**src/rtl/data_mem_responder.sv**
```systemverilog
// data_mem_responder: single-outstanding load/store responder backed by a
// 2^DEPTH_LOG2 x 32-bit word store, with WAIT_CYCLES programmable wait states.
// Optional feature macro: MISALIGN_CHECK_EN (reject accesses with addr[1:0] != 0).
// The FSM enters RESP on the commit edge; the registered response handshake
// signals follow one cycle later, giving resp_valid at accept edge + WAIT_CYCLES + 1.
module data_mem_responder #(
  parameter int unsigned DEPTH_LOG2  = 6,
  parameter int unsigned WAIT_CYCLES = 2
) (
  input  logic        clk,
  input  logic        rst,
  input  logic        req_valid,
  output logic        req_ready,
  input  logic        req_we,
  input  logic [31:0] req_addr,
  input  logic [31:0] req_wdata,
  output logic        resp_valid,
  input  logic        resp_ready,
  output logic [31:0] resp_rdata,
  output logic        resp_err,
  output logic        busy
);

  localparam int unsigned DATA_W = 32;
  localparam int unsigned CNT_W  = 4;
  localparam int unsigned IDX_W  = DEPTH_LOG2;
  localparam int unsigned DEPTH  = 1 << DEPTH_LOG2;

  localparam logic [1:0] ST_IDLE = 2'd0;
  localparam logic [1:0] ST_WAIT = 2'd1;
  localparam logic [1:0] ST_RESP = 2'd2;

  localparam logic [CNT_W-1:0] CNT_LAST = CNT_W'(WAIT_CYCLES - 1);

  logic [1:0]        state;
  logic [1:0]        state_next;
  logic [CNT_W-1:0]  cnt;
  logic [CNT_W-1:0]  cnt_next;
  logic              accept_c;
  logic              commit_c;
  logic              resp_valid_next_c;

  logic              we_q;
  logic [IDX_W-1:0]  idx_q;
  logic [DATA_W-1:0] wdata_q;
  logic [DATA_W-1:0] rdata_q;

  logic              commit_we_c;
  logic [IDX_W-1:0]  commit_idx_c;
  logic [DATA_W-1:0] commit_wdata_c;
  logic              mis_c;

  logic [DATA_W-1:0] mem [DEPTH];

  // State and wait-counter register
  always_ff @(posedge clk or negedge rst) begin
    if (!rst) begin
      state <= ST_IDLE;
      cnt   <= '0;
    end else begin
      state <= state_next;
      cnt   <= cnt_next;
    end
  end

  // Next-state logic, acceptance and commit strobes
  always_comb begin
    state_next = state;
    cnt_next   = cnt;
    accept_c   = 1'b0;
    commit_c   = 1'b0;
    case (state)
      ST_IDLE: begin
        if (req_valid && req_ready) begin
          accept_c = 1'b1;
          cnt_next = '0;
          if (WAIT_CYCLES == 0) begin
            state_next = ST_RESP;
            commit_c   = 1'b1;
          end else begin
            state_next = ST_WAIT;
          end
        end
      end
      ST_WAIT: begin
        if (cnt == CNT_LAST) begin
          state_next = ST_RESP;
          commit_c   = 1'b1;
          cnt_next   = '0;
        end else begin
          cnt_next = cnt + CNT_W'(1);
        end
      end
      ST_RESP: begin
        if (resp_valid && resp_ready) begin
          state_next = ST_IDLE;
        end
      end
      default: begin
        state_next = ST_IDLE;
        cnt_next   = '0;
      end
    endcase
  end

  // Response is presented only while RESP persists past this edge
  assign resp_valid_next_c = (state == ST_RESP) && (state_next == ST_RESP);

  // With zero wait states the commit uses the live request, otherwise the captured one
  assign commit_we_c    = (state == ST_IDLE) ? req_we : we_q;
  assign commit_idx_c   = (state == ST_IDLE) ? req_addr[DEPTH_LOG2+1:2] : idx_q;
  assign commit_wdata_c = (state == ST_IDLE) ? req_wdata : wdata_q;

`ifdef MISALIGN_CHECK_EN
  logic mis_q;
  logic err_q;
  logic unused_addr;
  assign unused_addr = ^req_addr[31:DEPTH_LOG2+2];
  assign mis_c       = (state == ST_IDLE) ? (req_addr[1:0] != 2'b00) : mis_q;

  // Misalignment flag captured at accept, error latched at commit, presented with response
  always_ff @(posedge clk or negedge rst) begin
    if (!rst) begin
      mis_q    <= 1'b0;
      err_q    <= 1'b0;
      resp_err <= 1'b0;
    end else begin
      if (accept_c) begin
        mis_q <= (req_addr[1:0] != 2'b00);
      end
      if (commit_c) begin
        err_q <= mis_c;
      end
      resp_err <= resp_valid_next_c ? err_q : 1'b0;
    end
  end
`else
  logic unused_addr;
  assign unused_addr = ^{req_addr[31:DEPTH_LOG2+2], req_addr[1:0]};
  assign mis_c       = 1'b0;
  assign resp_err    = 1'b0;
`endif

  // Request capture at accept, load data capture at commit
  always_ff @(posedge clk or negedge rst) begin
    if (!rst) begin
      we_q    <= 1'b0;
      idx_q   <= '0;
      wdata_q <= '0;
      rdata_q <= '0;
    end else begin
      if (accept_c) begin
        we_q    <= req_we;
        idx_q   <= req_addr[DEPTH_LOG2+1:2];
        wdata_q <= req_wdata;
      end
      if (commit_c) begin
        rdata_q <= (commit_we_c || mis_c) ? '0 : mem[commit_idx_c];
      end
    end
  end

  // Word storage, cleared by reset, written only on a committed aligned store
  always_ff @(posedge clk or negedge rst) begin
    if (!rst) begin
      mem <= '{default: '0};
    end else if (commit_c && commit_we_c && !mis_c) begin
      mem[commit_idx_c] <= commit_wdata_c;
    end
  end

  // Registered handshake outputs
  always_ff @(posedge clk or negedge rst) begin
    if (!rst) begin
      req_ready  <= 1'b1;
      busy       <= 1'b0;
      resp_valid <= 1'b0;
      resp_rdata <= '0;
    end else begin
      req_ready  <= (state_next == ST_IDLE);
      busy       <= (state_next != ST_IDLE);
      resp_valid <= resp_valid_next_c;
      resp_rdata <= resp_valid_next_c ? rdata_q : '0;
    end
  end

endmodule

```
**config.mk**
```make
export PLATFORM = sky130hd
export DESIGN_NAME = data_mem_responder
export DESIGN_NICKNAME = d
export VERILOG_FILES = /design/src/rtl/data_mem_responder.sv
export SDC_FILE = /design/constraint.sdc
export NUM_CORES = 2
export LEC_CHECK = 0
export ABC_AREA = 0
export CORE_ASPECT_RATIO = 0.9
export CORE_UTILIZATION = 40
export DETAILED_ROUTE_END_ITERATION = 10
export PLACE_DENSITY_LB_ADDON = 0.05
export SYNTH_ARGS = -nofsm -noshare
export SYNTH_HDL_FRONTEND = slang
export SYNTH_SLANG_ARGS = --single-unit
```
**constraint.sdc**
```tcl
create_clock -name clk -period 2.4 [get_ports clk]
set_input_delay 0.24 -clock clk [delete_from_list [all_inputs] [get_ports clk]]
set_output_delay 0.24 -clock clk [all_outputs]
set_load 0.05 [all_outputs]
```
After elaboration in Yosys (flattened, before gate mapping)
Index checks and enable logic that the tools add are counted.
Word-level totals
  output and inout port bits: 36
  input bits: 69
  register bits after elaboration: 2160
  word-level logic and storage cells: 115
Operators by class
  add/subtract/negate cells: 1
  multiplexer cells: 22
  equal/unequal tests: 5
  $lt $le $gt $ge: 2
  bitwise operators: 2
  reductions and logical operators: 9
Operators by type and width (count)
  bitwise mux 2048 bit: 1
  binary-select mux 32 bit (select 6 bit): 1
  demux 32 bit (select 6 bit): 1
  two-way mux 32 bit: 6
  one-hot mux 4 bit (3 select lines): 1
  two-way mux 4 bit: 2
  >= comparator 7 bit, second input constant: 1
  < comparator 7 x 1 -> 1 bit, second input constant: 1
  inverter 6 -> 7 bit: 1
  two-way mux 2 bit: 3
  two-way mux 6 bit: 1
  one-hot mux 2 bit (3 select lines): 1
  logical AND 1 bit: 5
  two-way mux 1 bit: 5
  adder 4 x 1 -> 4 bit, second input constant: 1
  == test 2 bit, second input constant: 2
  == test 4 x 1 -> 1 bit, second input constant: 1
  logical NOT 2 bit: 2
  == test 2 x 1 -> 1 bit, second input constant: 1
  != test 2 bit, second input constant: 1
  AND reduction 2 bit: 1
  nonzero test 2 bit: 1
  inverter 1 bit: 1

Logic depth before layout (Yosys ltp)
  depth after elaboration: 8
  gate-level depth with buffers: 12
  mapped depth without buffers: 9

Worst setup path before layout
Ideal clock, no wire load.
  path type: reg2reg
  start: register state[1]
  end: register rdata_q[0]
  buffers on the path: 5
  arrival: 2.438 ns
  required time: 2.297 ns
  setup time: 0.103 ns
  stages on the path, launching flop included: 12
  path slack: -0.142 ns
  clock period less this slack: 2.542 ns
  path through: dfrtp_1 buf_6 or2_1 buf_2 buf_6 a31o_1 buf_2 buf_4 and3_1 o41ai_1 o221ai_1 o41ai_2
Between the ends
  cells in the longest elaborated chain, start to end: 7
  elaborated cells between the ends (all ways): 10
  classes of those cells: eq/ne: 1; mux: 7; bitwise: 1; reduce/logical: 1
RTL lines
  from (decl): line 35  | logic [1:0] state;
  from (signal assigned): line 61  | state <= state_next;
  logical NOT 2 bit: line 110, 111
  two-way mux 6 bit: line 111  | assign commit_idx_c = (state == ST_IDLE) ? req_addr[DEPTH_LOG2+1:2] : idx_q;
  inverter 6 -> 7 bit (not written as such): line 158  | rdata_q <= (commit_we_c || mis_c) ? '0 : mem[commit_idx_c];
  binary-select mux 32 bit (select 6 bit): line 158
  two-way mux 32 bit (not written as such) (2 in a row): line 158
  two-way mux 32 bit: line 158
  to (signal assigned): line 158
  to (decl): line 46  | logic [DATA_W-1:0] rdata_q;
Parallel ways exist; a longest one is shown, timed or not. The select of a mux whose other input is x is not followed.
A chain may end at the register's enable or synchronous reset.

Worst setup path after layout
  start: register state[0]
  end: register rdata_q[6]
Same word-level chain as after synthesis.

==> reports/summary.txt <==
status: finished with violations
failing checks: negative setup slack
Mapped Area: 90400 um^2
Pleak: 57.0 nW
first-pass GRT wire length: 610000 um
syn_nets: 9680
layout cells sized above 1: 23.4%
Setup crit start: state[0]$_DFF_PN0_
Port Buf Inserts: 77
Worst Path Required: 3.18 ns
row count: 165
Hold Path Stages: 2
antenna-violating nets left: 0
Final Hold Viols: 0
Root Buffer: clkbuf_16
Routed WL per cell: 33.0 um
crit path to: rdata_q[6]$_DFFE_PN0P_
Reg2Reg Setup Slack: -0.68 ns
pin count of the biggest net entering global routing: 138
non-filler cells, final: 13800
FF-to-FF End: rdata_q[6]$_DFFE_PN0P_
PwrDens: 1350 nW/um^2
Yosys top cell area share: 59.8%
max-cap viol count: 0
Placer Congestion: 0.935
crit path DAT: 3.86 ns
total power: 166 mW
vias per inst: 6.08
Vias: 83900
I/O pin count: 105
WS Path Type: reg2reg
post-layout minimum cycle time: 3.08 ns
EDFF count, synth: 0
gate count of the mapped netlist: 9609
post-synth top area cell: dfrtp_1
Worst Skew: 0.0366 ns
dpl ws: -1.43 ns
Critical Path Start Type: flip-flop
Initial DRT Pass Iterations: 7
Final Cycle Share: 128%
relative slew slack: 27.4%
Worst VDD drop: 0.00106 V
Total Wirelength: 455000 um
detailed-route DRC error count: 0
worst reg2reg path depth: 11
Die Footprint: 228000 um^2
worst-path fanout max: 8
post-synthesis register bit count: 2160
Worst Tran Pin Value: 1.09 ns
Die Wd: 503 um
setup ws final: -0.676 ns
overall routing resource usage: 38.0%
RSZ-0062 raised after global routing: yes
die height: 453 um
CTS Buf Count: 228
Final setup viols: 2112
worst hold path class: in2reg
clk_lat worst skew: 0.90 ns
placed cell count: 13000
post-synthesis sequential area ratio: 59.8%
Final #Nets: 10700
vias in the first global route: 78600
syn avg cell area: 9.41 um^2
Synth Warn #: 0
clock sink count: 2160
htree depth: 4
max-slew violations: 0
Synth area leaders: dfrtp_1 (60%), a21oi_1 (10%), nor2_1 (7.6%)
antenna violations before repair: 25
GR Overflow Total: 0
Synth cell types: 84
Synth async-reset ratio: 100%
CORE AREA: 225000 um^2
Post-DP HPWL: 285000 um
Post-synth top flop: dfrtp_1
Initial Util: 40.3%
clock slew seen by the registers of the worst setup and hold paths: 0.06 ns
Worst setup EP type: flip-flop
Max Root-Sink Buffers: 3
Layout area overhead: 35.7%
maximum clock rate: 0.325 GHz
first-iteration detailed-routing DRC count: 10400
Reg2Reg Launch Point: state[0]$_DFF_PN0_
CTS tree: yes
==> worst min path at each step <==
stage,start,to
global route,req_wdata[4],wdata_q[4]$_DFFE_PN0P_
CTS,req_wdata[11],wdata_q[11]$_DFFE_PN0P_
detailed placement,rst,wdata_q[24]$_DFFE_PN0P_
floorplan,rst,busy$_DFF_PN0_
global placement,rst,wdata_q[24]$_DFFE_PN0P_
finish,req_wdata[8],wdata_q[8]$_DFFE_PN0P_
==> cell usage after synthesis (6+ instances only) <==
cell type  number
a211o_1         7
a211oi_1       18
a21o_1          8
a21oi_1      1828
a22oi_1        10
a311oi_1        6
a31oi_1        53
a32o_1         20
a32oi_1        26
and2_1         36
and3_1         19
buf_1          49
buf_2         324
buf_4          15
clkbuf_1      506
dfrtp_1      2159
inv_1          12
mux2_2         39
mux2i_1        62
nand2_1       819
nand2b_1        7
nand3_1        35
nand4_1         6
nor2_1       1829
nor2_2         36
nor3_1         75
nor3b_1         8
nor4_1         99
o2111ai_1      12
o21ai_0       530
o21ai_1        10
o221ai_1       23
o22a_1          8
o22ai_1       746
o31ai_1        15
o32a_1          6
o41ai_1        27
o41ai_2         6
or2_1           6
or3_1          11
or4_1          18
==> state kept, by name, summed over array words and instances (netlist names) <==
| name | flops |
|---|---|
| mem | 2048 |
| rdata_q | 32 |
| resp_rdata | 32 |
| wdata_q | 32 |
| idx_q | 6 |
| cnt | 4 |
| state | 2 |
| busy | 1 |
| req_ready | 1 |
| resp_valid | 1 |
| we_q | 1 |
==> logic make-up after synthesis <==
logic type	share of synthesized area, %
buffers and inverters	4.32
AOI/OAI and AO/OA	21.0
other	0.00415
and+or+nand+nor	13.7
adders and majority gates	0.0277
muxes	1.20
xor gates and xnor gates	0.00969
DFF	59.8
==> worst max-delay path, stage by stage, from the launching register on <==
cell and delay, ns:
dfrtp_1 0.42, buf_12 0.16, o21ba_4 0.27, a22oi_4 0.32
buf_6 0.15, buf_12 0.19, nor2_1 0.06, or4_4 0.57
nor3_4 0.16, buf_6 0.15, o22ai_4 0.12, o41ai_2 0.37
==> report_power, final <==
part	switching [mW]	internal, mW
logic	47.8	34.0
registers	4.37	43.2
clock network	16.0	20.8
total	68.1	98.0
==> cells in the final DEF (no fill, tap or decap), types with 46 or more instances in the layout <==
master and instances:
a21oi_1 1750, a21oi_2 71, nor2_4 66, dfrtp_1 2159
clkdlybuf4s50_1 76, nor3_1 52, buf_6 101, buf_4 856
nand2_1 786, clkbuf_1 50, clkbuf_8 62, buf_12 487
o21ai_0 517, nor2_1 1757, a31oi_1 46, o22ai_1 687
clkbuf_16 273
==> routing by layer <==
metal	GRT usage, %	vias to the layer above	share of wire (%)
met5	0	-	0.0070
met4	16.4	4	5.3
met3	7.52	1000	10
met2	56.1	4904	43
met1	54.1	42300	41
li1	-	35700	-
==> through the flow <==
stage / setup TNS (ns) / hold slack (ns) / instance area, um^2 / utilization, %
after floorplan: -19.83 / -0.0556 / 90600 / -
after global placement: -1351.14 / 0.164 / 107000 / 47.6
after detailed placement: -1384.77 / 0.157 / 107000 / 47.6
after CTS: -829.80 / 0.00102 / 119000 / 52.9
after global routing: -996.19 / 0.0382 / 123000 / 54.6
final: -885.31 / 0.0506 / 123000 / 54.6
==> layout make-up <==
| type | instances | area (um^2) |
|---|---|---|
| antenna | 11 | 27.5 |
| clock buffer | 341 | 6770 |
| clock inverter | 77 | 960 |
| fill | 19900 | 102000 |
| inverter | 12 | 45.0 |
| multi-input combinational | 6542 | 35900 |
| sequential | 2160 | 54100 |
| tap | 3006 | 3760 |
| timing repair buffer | 1651 | 21200 |
==> timing repair <==
item,4_1_cts,5_1_grt
endpoints found under the hold margin,1819,0
resized for setup,414,339
pin swaps,114,129
buffers inserted,146,141
cloned,25,49
endpoints found under the setup margin,2119,2120
hold buffers,3,0
Power figures use the tool's default switching activity.
